**src/rtl/gray_counter_if.sv**
```systemverilog
// Gray counter bus: control inputs and registered count outputs.
// Optional GRAY_STEP_CHECK_EN adds the step_err self-check output.
interface gray_counter_if #(
  parameter int unsigned data_width = 4
);
  logic                  en;
  logic                  up_dn;
  logic                  load;
  logic [data_width-1:0] load_val;
  logic [data_width-1:0] d_out;
  logic [data_width-1:0] bin_out;
  logic                  wrap;
`ifdef GRAY_STEP_CHECK_EN
  logic                  step_err;

  modport master (
    output en, up_dn, load, load_val,
    input  d_out, bin_out, wrap, step_err
  );

  modport slave (
    input  en, up_dn, load, load_val,
    output d_out, bin_out, wrap, step_err
  );
`else
  modport master (
    output en, up_dn, load, load_val,
    input  d_out, bin_out, wrap
  );

  modport slave (
    input  en, up_dn, load, load_val,
    output d_out, bin_out, wrap
  );
`endif
endinterface

```
**src/rtl/gray_counter.sv**
```systemverilog
// Synchronous up/down Gray-code counter with load and wrap pulse.
// d_out is encoded from the next binary value before the flop, so it never glitches.
// Optional macro GRAY_STEP_CHECK_EN adds a registered Hamming-distance monitor (step_err).
module gray_counter #(
  parameter int unsigned data_width = 4
) (
  input logic           clk,
  input logic           rst_n,
  gray_counter_if.slave bus
);

  logic [data_width-1:0] cnt_q, cnt_d;
  logic [data_width-1:0] gray_q, gray_d;
  logic                  wrap_q, wrap_d;

  // Next-state: load beats enable; wrap only on an enabled step across the boundary.
  always_comb begin
    cnt_d  = cnt_q;
    wrap_d = 1'b0;
    if (bus.load) begin
      cnt_d = bus.load_val;
    end else if (bus.en) begin
      if (bus.up_dn) begin
        cnt_d  = cnt_q + data_width'(1);
        wrap_d = (cnt_q == '1);
      end else begin
        cnt_d  = cnt_q - data_width'(1);
        wrap_d = (cnt_q == '0);
      end
    end
    gray_d = cnt_d ^ (cnt_d >> 1);
  end

  // Count, Gray and wrap registers with synchronous active-low reset.
  always_ff @(posedge clk) begin
    if (!rst_n) begin
      cnt_q  <= '0;
      gray_q <= '0;
      wrap_q <= 1'b0;
    end else begin
      cnt_q  <= cnt_d;
      gray_q <= gray_d;
      wrap_q <= wrap_d;
    end
  end

  assign bus.d_out   = gray_q;
  assign bus.bin_out = cnt_q;
  assign bus.wrap    = wrap_q;

`ifdef GRAY_STEP_CHECK_EN
  // Kind of edge that produced the current d_out; load/reset edges are not checked.
  typedef enum logic [1:0] {KindExempt, KindStep, KindHold} kind_e;

  kind_e                 kind_q, kind_d;
  logic [data_width-1:0] gray_prev_q;
  logic                  step_err_q, step_err_d;
  int unsigned           dist;

  function automatic int unsigned popcnt(input logic [data_width-1:0] v);
    int unsigned c;
    c = 0;
    for (int i = 0; i < int'(data_width); i++) begin
      c = c + 32'(v[i]);
    end
    return c;
  endfunction

  // Classify this edge and judge the distance between the last two d_out values.
  always_comb begin
    kind_d     = KindHold;
    step_err_d = 1'b0;
    if (bus.load) begin
      kind_d = KindExempt;
    end else if (bus.en) begin
      kind_d = KindStep;
    end
    dist = popcnt(gray_q ^ gray_prev_q);
    unique case (kind_q)
      KindStep: step_err_d = (dist != 1);
      KindHold: step_err_d = (dist != 0);
      default:  step_err_d = 1'b0;
    endcase
  end

  // Monitor registers; reset leaves the first post-reset edge exempt.
  always_ff @(posedge clk) begin
    if (!rst_n) begin
      kind_q      <= KindExempt;
      gray_prev_q <= '0;
      step_err_q  <= 1'b0;
    end else begin
      kind_q      <= kind_d;
      gray_prev_q <= gray_q;
      step_err_q  <= step_err_d;
    end
  end

  assign bus.step_err = step_err_q;
`endif

endmodule

```
**src/flat_wrapper.sv**
```systemverilog
// flat-port wrapper written by rule: the top's interface ports become plain ports
module gray_counter_flat 
#(
  parameter int unsigned data_width = 4
)
  (clk, rst_n, bus_en, bus_up_dn, bus_load, bus_load_val, bus_d_out, bus_bin_out, bus_wrap);
  gray_counter_if #(.data_width(data_width)) bus_i ();
  input logic clk;
  input logic rst_n;
  input wire logic [$bits(bus_i.en)-1:0] bus_en;
  input wire logic [$bits(bus_i.up_dn)-1:0] bus_up_dn;
  input wire logic [$bits(bus_i.load)-1:0] bus_load;
  input wire logic [$bits(bus_i.load_val)-1:0] bus_load_val;
  output wire logic [$bits(bus_i.d_out)-1:0] bus_d_out;
  output wire logic [$bits(bus_i.bin_out)-1:0] bus_bin_out;
  output wire logic [$bits(bus_i.wrap)-1:0] bus_wrap;
  assign bus_i.en = bus_en;
  assign bus_i.up_dn = bus_up_dn;
  assign bus_i.load = bus_load;
  assign bus_i.load_val = bus_load_val;
  assign bus_d_out = bus_i.d_out;
  assign bus_bin_out = bus_i.bin_out;
  assign bus_wrap = bus_i.wrap;
  gray_counter #(.data_width(data_width)) u_core (.clk(clk), .rst_n(rst_n), .bus(bus_i));
endmodule
```
**config.mk**
```make
export PLATFORM = sky130hd
export DESIGN_NAME = gray_counter_flat
export DESIGN_NICKNAME = d
export VERILOG_FILES = /design/src/rtl/gray_counter_if.sv /design/src/rtl/gray_counter.sv /design/src/flat_wrapper.sv
export SDC_FILE = /design/constraint.sdc
export NUM_CORES = 1
export LEC_CHECK = 0
export ABC_AREA = 0
export ABC_CLOCK_PERIOD_IN_PS = 2100
export CAP_MARGIN = 20
export CORE_UTILIZATION = 28
export CTS_CLUSTER_DIAMETER = 100
export DETAILED_ROUTE_END_ITERATION = 12
export GPL_ROUTABILITY_DRIVEN = 1
export PLACE_DENSITY_LB_ADDON = 0.25
export SLEW_MARGIN = 20
export SYNTH_ARGS = -nofsm -noshare
export SYNTH_HDL_FRONTEND = slang
export SYNTH_SLANG_ARGS = --single-unit
```
**constraint.sdc**
```tcl
create_clock -name clk -period 2.1 [get_ports clk]
set_input_delay 0.315 -clock clk [delete_from_list [all_inputs] [get_ports clk]]
set_output_delay 0.315 -clock clk [all_outputs]
set_load 0.005 [all_outputs]
```
# == Word-level counts from Yosys, hierarchy flattened ==
# Index checks and enable logic that the tools add are counted.
# classes
n_eq_ne,1
shift,0
order_cmp,0
n_bitwise,3
div_mod_pow,0
n_mul,0
n_reduce_logical,2
addsub,2
n_mux,4
# op_table
cell,count
$mux 4,3
$add 4x1->4 const B,1
$eq 4x4->1 const B,1
$logic_not 4->1,1
$sub 4x1->4 const B,1
$xor 4x3->4,1
$reduce_or 3->1,1
$not 1->1,2
$mux 1,1
# totals
memories,0
output_inout_bits,9
wordCells,15
mem_bits_ro,0
reg_bits,9
ramBits,0
input_bits,9
latch_bits,0

# == Logic depth before layout (Yosys ltp) ==
# logic_depth
ltp_word,5
depth_mapped,6
ltp_nobuf,6

# == Least setup slack after synthesis ==
# OpenSTA, ideal clock, no wires.
# synth_path
kind,register to register
from,"reg u_core.cnt_q[0], in the netlist u_core.bus.bin_out[0]"
to,"reg u_core.gray_q[2], in the netlist u_core.bus.d_out[2]"
period_less_slack_ns,1.722
t_arrival_ns,1.601
path_slack_ns,0.378
setup_ns,0.121
required_ns,1.979
stages_incl_launch_ff,6
path_buffers,0
path_cell_list,dfxtp_1 -> fa_1 -> xnor2_1 -> a211oi_1 -> nor3_1 -> mux2_4
# synth_via
elab_chain_len,5
word_cells_on_any_way,6
classes_between,add/sub: 2; mux: 3; bitwise: 1
# synth_rtl
item,line,text
start: declaration,gray_counter.sv:12,"logic [data_width-1:0] cnt_q, cnt_d;"
start signal: assignment,gray_counter.sv:41,cnt_q <= cnt_d;
$sub 4x1->4 or $add 4x1->4 (tied branches),"gray_counter.sv:27, gray_counter.sv:24",
$mux 4 (*),gray_counter.sv:23,if (bus.up_dn) begin
$mux 4 (*),gray_counter.sv:22,end else if (bus.en) begin
$mux 4 (*),gray_counter.sv:20,if (bus.load) begin
$xor 4x3->4 (*),gray_counter.sv:31,gray_d = cnt_d ^ (cnt_d >> 1);
end signal: assignment,gray_counter.sv:42,gray_q <= gray_d;
end: declaration,gray_counter.sv:13,"logic [data_width-1:0] gray_q, gray_d;"
# Mark *: on every way between the ends. The rest lies on a longest branch, timed or not.
# A chain may end at the register's enable or synchronous reset.

# == Worst setup path in the final report ==
# layout_path
from,in bus_up_dn
to,"reg u_core.gray_q[2], in the netlist u_core.bus.d_out[2]"
# layout_via
elab_chain_len,4
# layout_rtl
item,line,text
start: declaration,flat_wrapper.sv:11,input wire logic [$bits(bus_i.up_dn)-1:0] bus_up_dn;
$mux 4,gray_counter.sv:23,
$mux 4,gray_counter.sv:22,
$mux 4,gray_counter.sv:20,
$xor 4x3->4,gray_counter.sv:31,
# Every way passes these cells.

==> run metrics <==
Final Cycle Share 0.953; startpoint types input port; first-pass GRT wire length 1.85 mm; overall die area 1940 um^2; number of synthesized flops with an enable pin 0; Mapped Area 494 um^2; Critical Path Stages 6; vias post-DR 480; top cells by area, synth dfxtp_1, ha_1, nor2_1, fa_1, mux2i_1; Pwr per Cell Area between 600 and 700 nW/um^2; Synth Warn # 0; DRC 0; post-synth top area share 0.324; area leader, netlist dfxtp_1; ANT cells 0; Crit Path Max Fanout 6; Final Core Density 0.469; max incr delay on CP 520 ps; share of cells above drive strength 1 0.169; Final min period 2000 ps; Seq/Total Area, Yosys 0.324; CP endpoint kind flop; Worst slew margin 0.819; type of the tightest min-delay check in2reg; asr flop ratio synth 0; Netlist cell types 33; kind of critical path in2reg; Tightest Pin Transition 270 ps; GRT Overall Usage 0.137; Worst R2R Start u_core.bus.bin_out[1]; GRT Residual Overflow 0; RSZ-0062 raised after global routing false; crit path to u_core.bus.d_out[2]; Final nets 91; synthesis-to-layout area growth 49.6%; Worst-path clk slew 50 ps; CTS HTree Levels 1; CTS resizes 0; fmax 500 MHz; root buffer cell clkbuf_4; Commonest cells post-synth dfxtp_1, nor2_1; setup slack, reg-to-reg 350 ps; CTS tree built; routability-driven placement congestion ratio between 0.8 and 0.9; input/output buffers 17; top_reg_cell synth dfxtp_1; core area 1580 um^2; die width 44.0 um; CTS Hold Buffers Added 0; I/O pin total 18; Crit path buffers/inverters 2; DRT iter0 DRCs 3; Fin Clk Skew 2.70 ps; vias in the first global route 449; # clock sinks 8; WP data arrival ~2200 ps; worst-path cell chain clkdlybuf4s50_1, buf_4, or4b_1, a221o_1, nand3_2, mux2_4; Post-Syn Area per Cell ~9.3 um^2; Clock Power Share 0.262; CTS Buf Count 3; Combinational Power Share 0.337; initial antenna violation count 0; slowest stage cell, crit path or4b_1; Worst Setup SP bus_up_dn; Max Cap Viol 0; Max Root-Sink Buffers 2; total detailed-routing wirelength 1.13 mm; num rows 14; total setup buffers inserted after CTS 0; Sw Pwr 121 uW; Initial Utilization 0.313; sequential power share 0.401; VDD IR-drop max 0.000332 V; CP delay by family, top simple AND/OR/NAND/NOR gates; Antenna Nets Post-Route 0; Sw Ratio 0.271; Pre-Repair DR Iteration Count 6; Leak ~0.00032 uW; FF-to-FF path depth 5; reg2reg end u_core.bus.d_out[2]; Placed Cells 90; Finish-stage setup viols 0; Die H ~44 um; vias per cell 5.16; number of synthesized register bits 8; worst-skew pair later-pin latency 260 ps; WP data required 2250 ps; status finished, final reports clean; DPL Wire Length roughly 860 um; post-synthesis cell count 53; post-route insts no fill 93; Syn Nets 65; cell-internal power 327 uW; largest net degree at the start of global routing 11; max-slew violation count 0; most frequent cell after synthesis dfxtp_1; final hold vios 0; WL/cell 12.2 um
sequential cells by signal, summed over array words and instances, names as in the netlist:
signal              cells
u_core.bus.wrap         1
u_core.bus.d_out        4
u_core.bus.bin_out      3
per-layer routing:
metal | GRT usage | part of all wire | up-vias
li1 | - | - | 244
met1 | 0.145 | 0.43 | 217
met2 | 0.218 | 0.49 | 17
met3 | 0.0653 | 0.065 | 2
met4 | 0.0909 | 0.012 | 0
met5 | 0 | 0 | -
how the worst min path moves through the flow:
stage | startpoint | endpoint | cells after the start
after floorplan | rst_n | u_core.bus.wrap | 2
after global placement | u_core.bus.d_out[3] | u_core.bus.wrap | 2
after detailed placement | u_core.bus.d_out[3] | u_core.bus.wrap | 2
after CTS | rst_n | u_core.bus.wrap | 3
after global routing | rst_n | u_core.bus.wrap | 3
final | rst_n | u_core.bus.wrap | 3
area by class of cell:
class,instances,area [um^2]
well taps,16,20.0
inverters,2,7.51
multi-input cells,40,307
fillers,165,837
clock buffers,3,22.5
repair buffers,24,223
flip-flops and latches,8,160
metrics by stage:
stage	total power (uW)	setup WS [ps]	area (um^2)	setup TNS, ps	hold WS, ps
after floorplan	258	378	494	0	440
after global placement	333	-130	717	-272	698
after detailed placement	334	-167	717	-364	703
after CTS	455	102	739	0	653
after global routing	476	2.91	739	0	680
final	448	98.6	739	0	652
worst min-delay path: cells and delay by family:
kind,cells,cell delay (ps)
buf+inv,1,440
simple gates,2,110
power groups by stage:
stage | sequential, uW | clock [uW] | combinational, uW
after floorplan | 184 | 0 | 73.4
after global placement | 183 | 0 | 150
after detailed placement | 183 | 0 | 151
after CTS | 180 | 123 | 152
after global routing | 182 | 129 | 165
final | 180 | 117 | 151
cells in the final DEF, fill, tap and decap left out, types with 2 or more instances in the layout:
| cell | count |
|---|---|
| a21oi_1 | 2 |
| a31oi_1 | 2 |
| buf_4 | 7 |
| clkbuf_4 | 3 |
| clkdlybuf4s50_1 | 17 |
| dfxtp_1 | 8 |
| ha_1 | 2 |
| inv_1 | 2 |
| mux2i_1 | 2 |
| nor2_1 | 6 |
| nor3_1 | 2 |
| xnor2_1 | 2 |
logic make-up after synthesis:
kind of cell,synth area share
xor+xnor,0.0532
fa+ha+maj,0.0911
buf+inv,0.0557
flops,0.324
simple gates,0.228
mux,0.0937
compound gates,0.154
(Power assumes the default switching activity.)
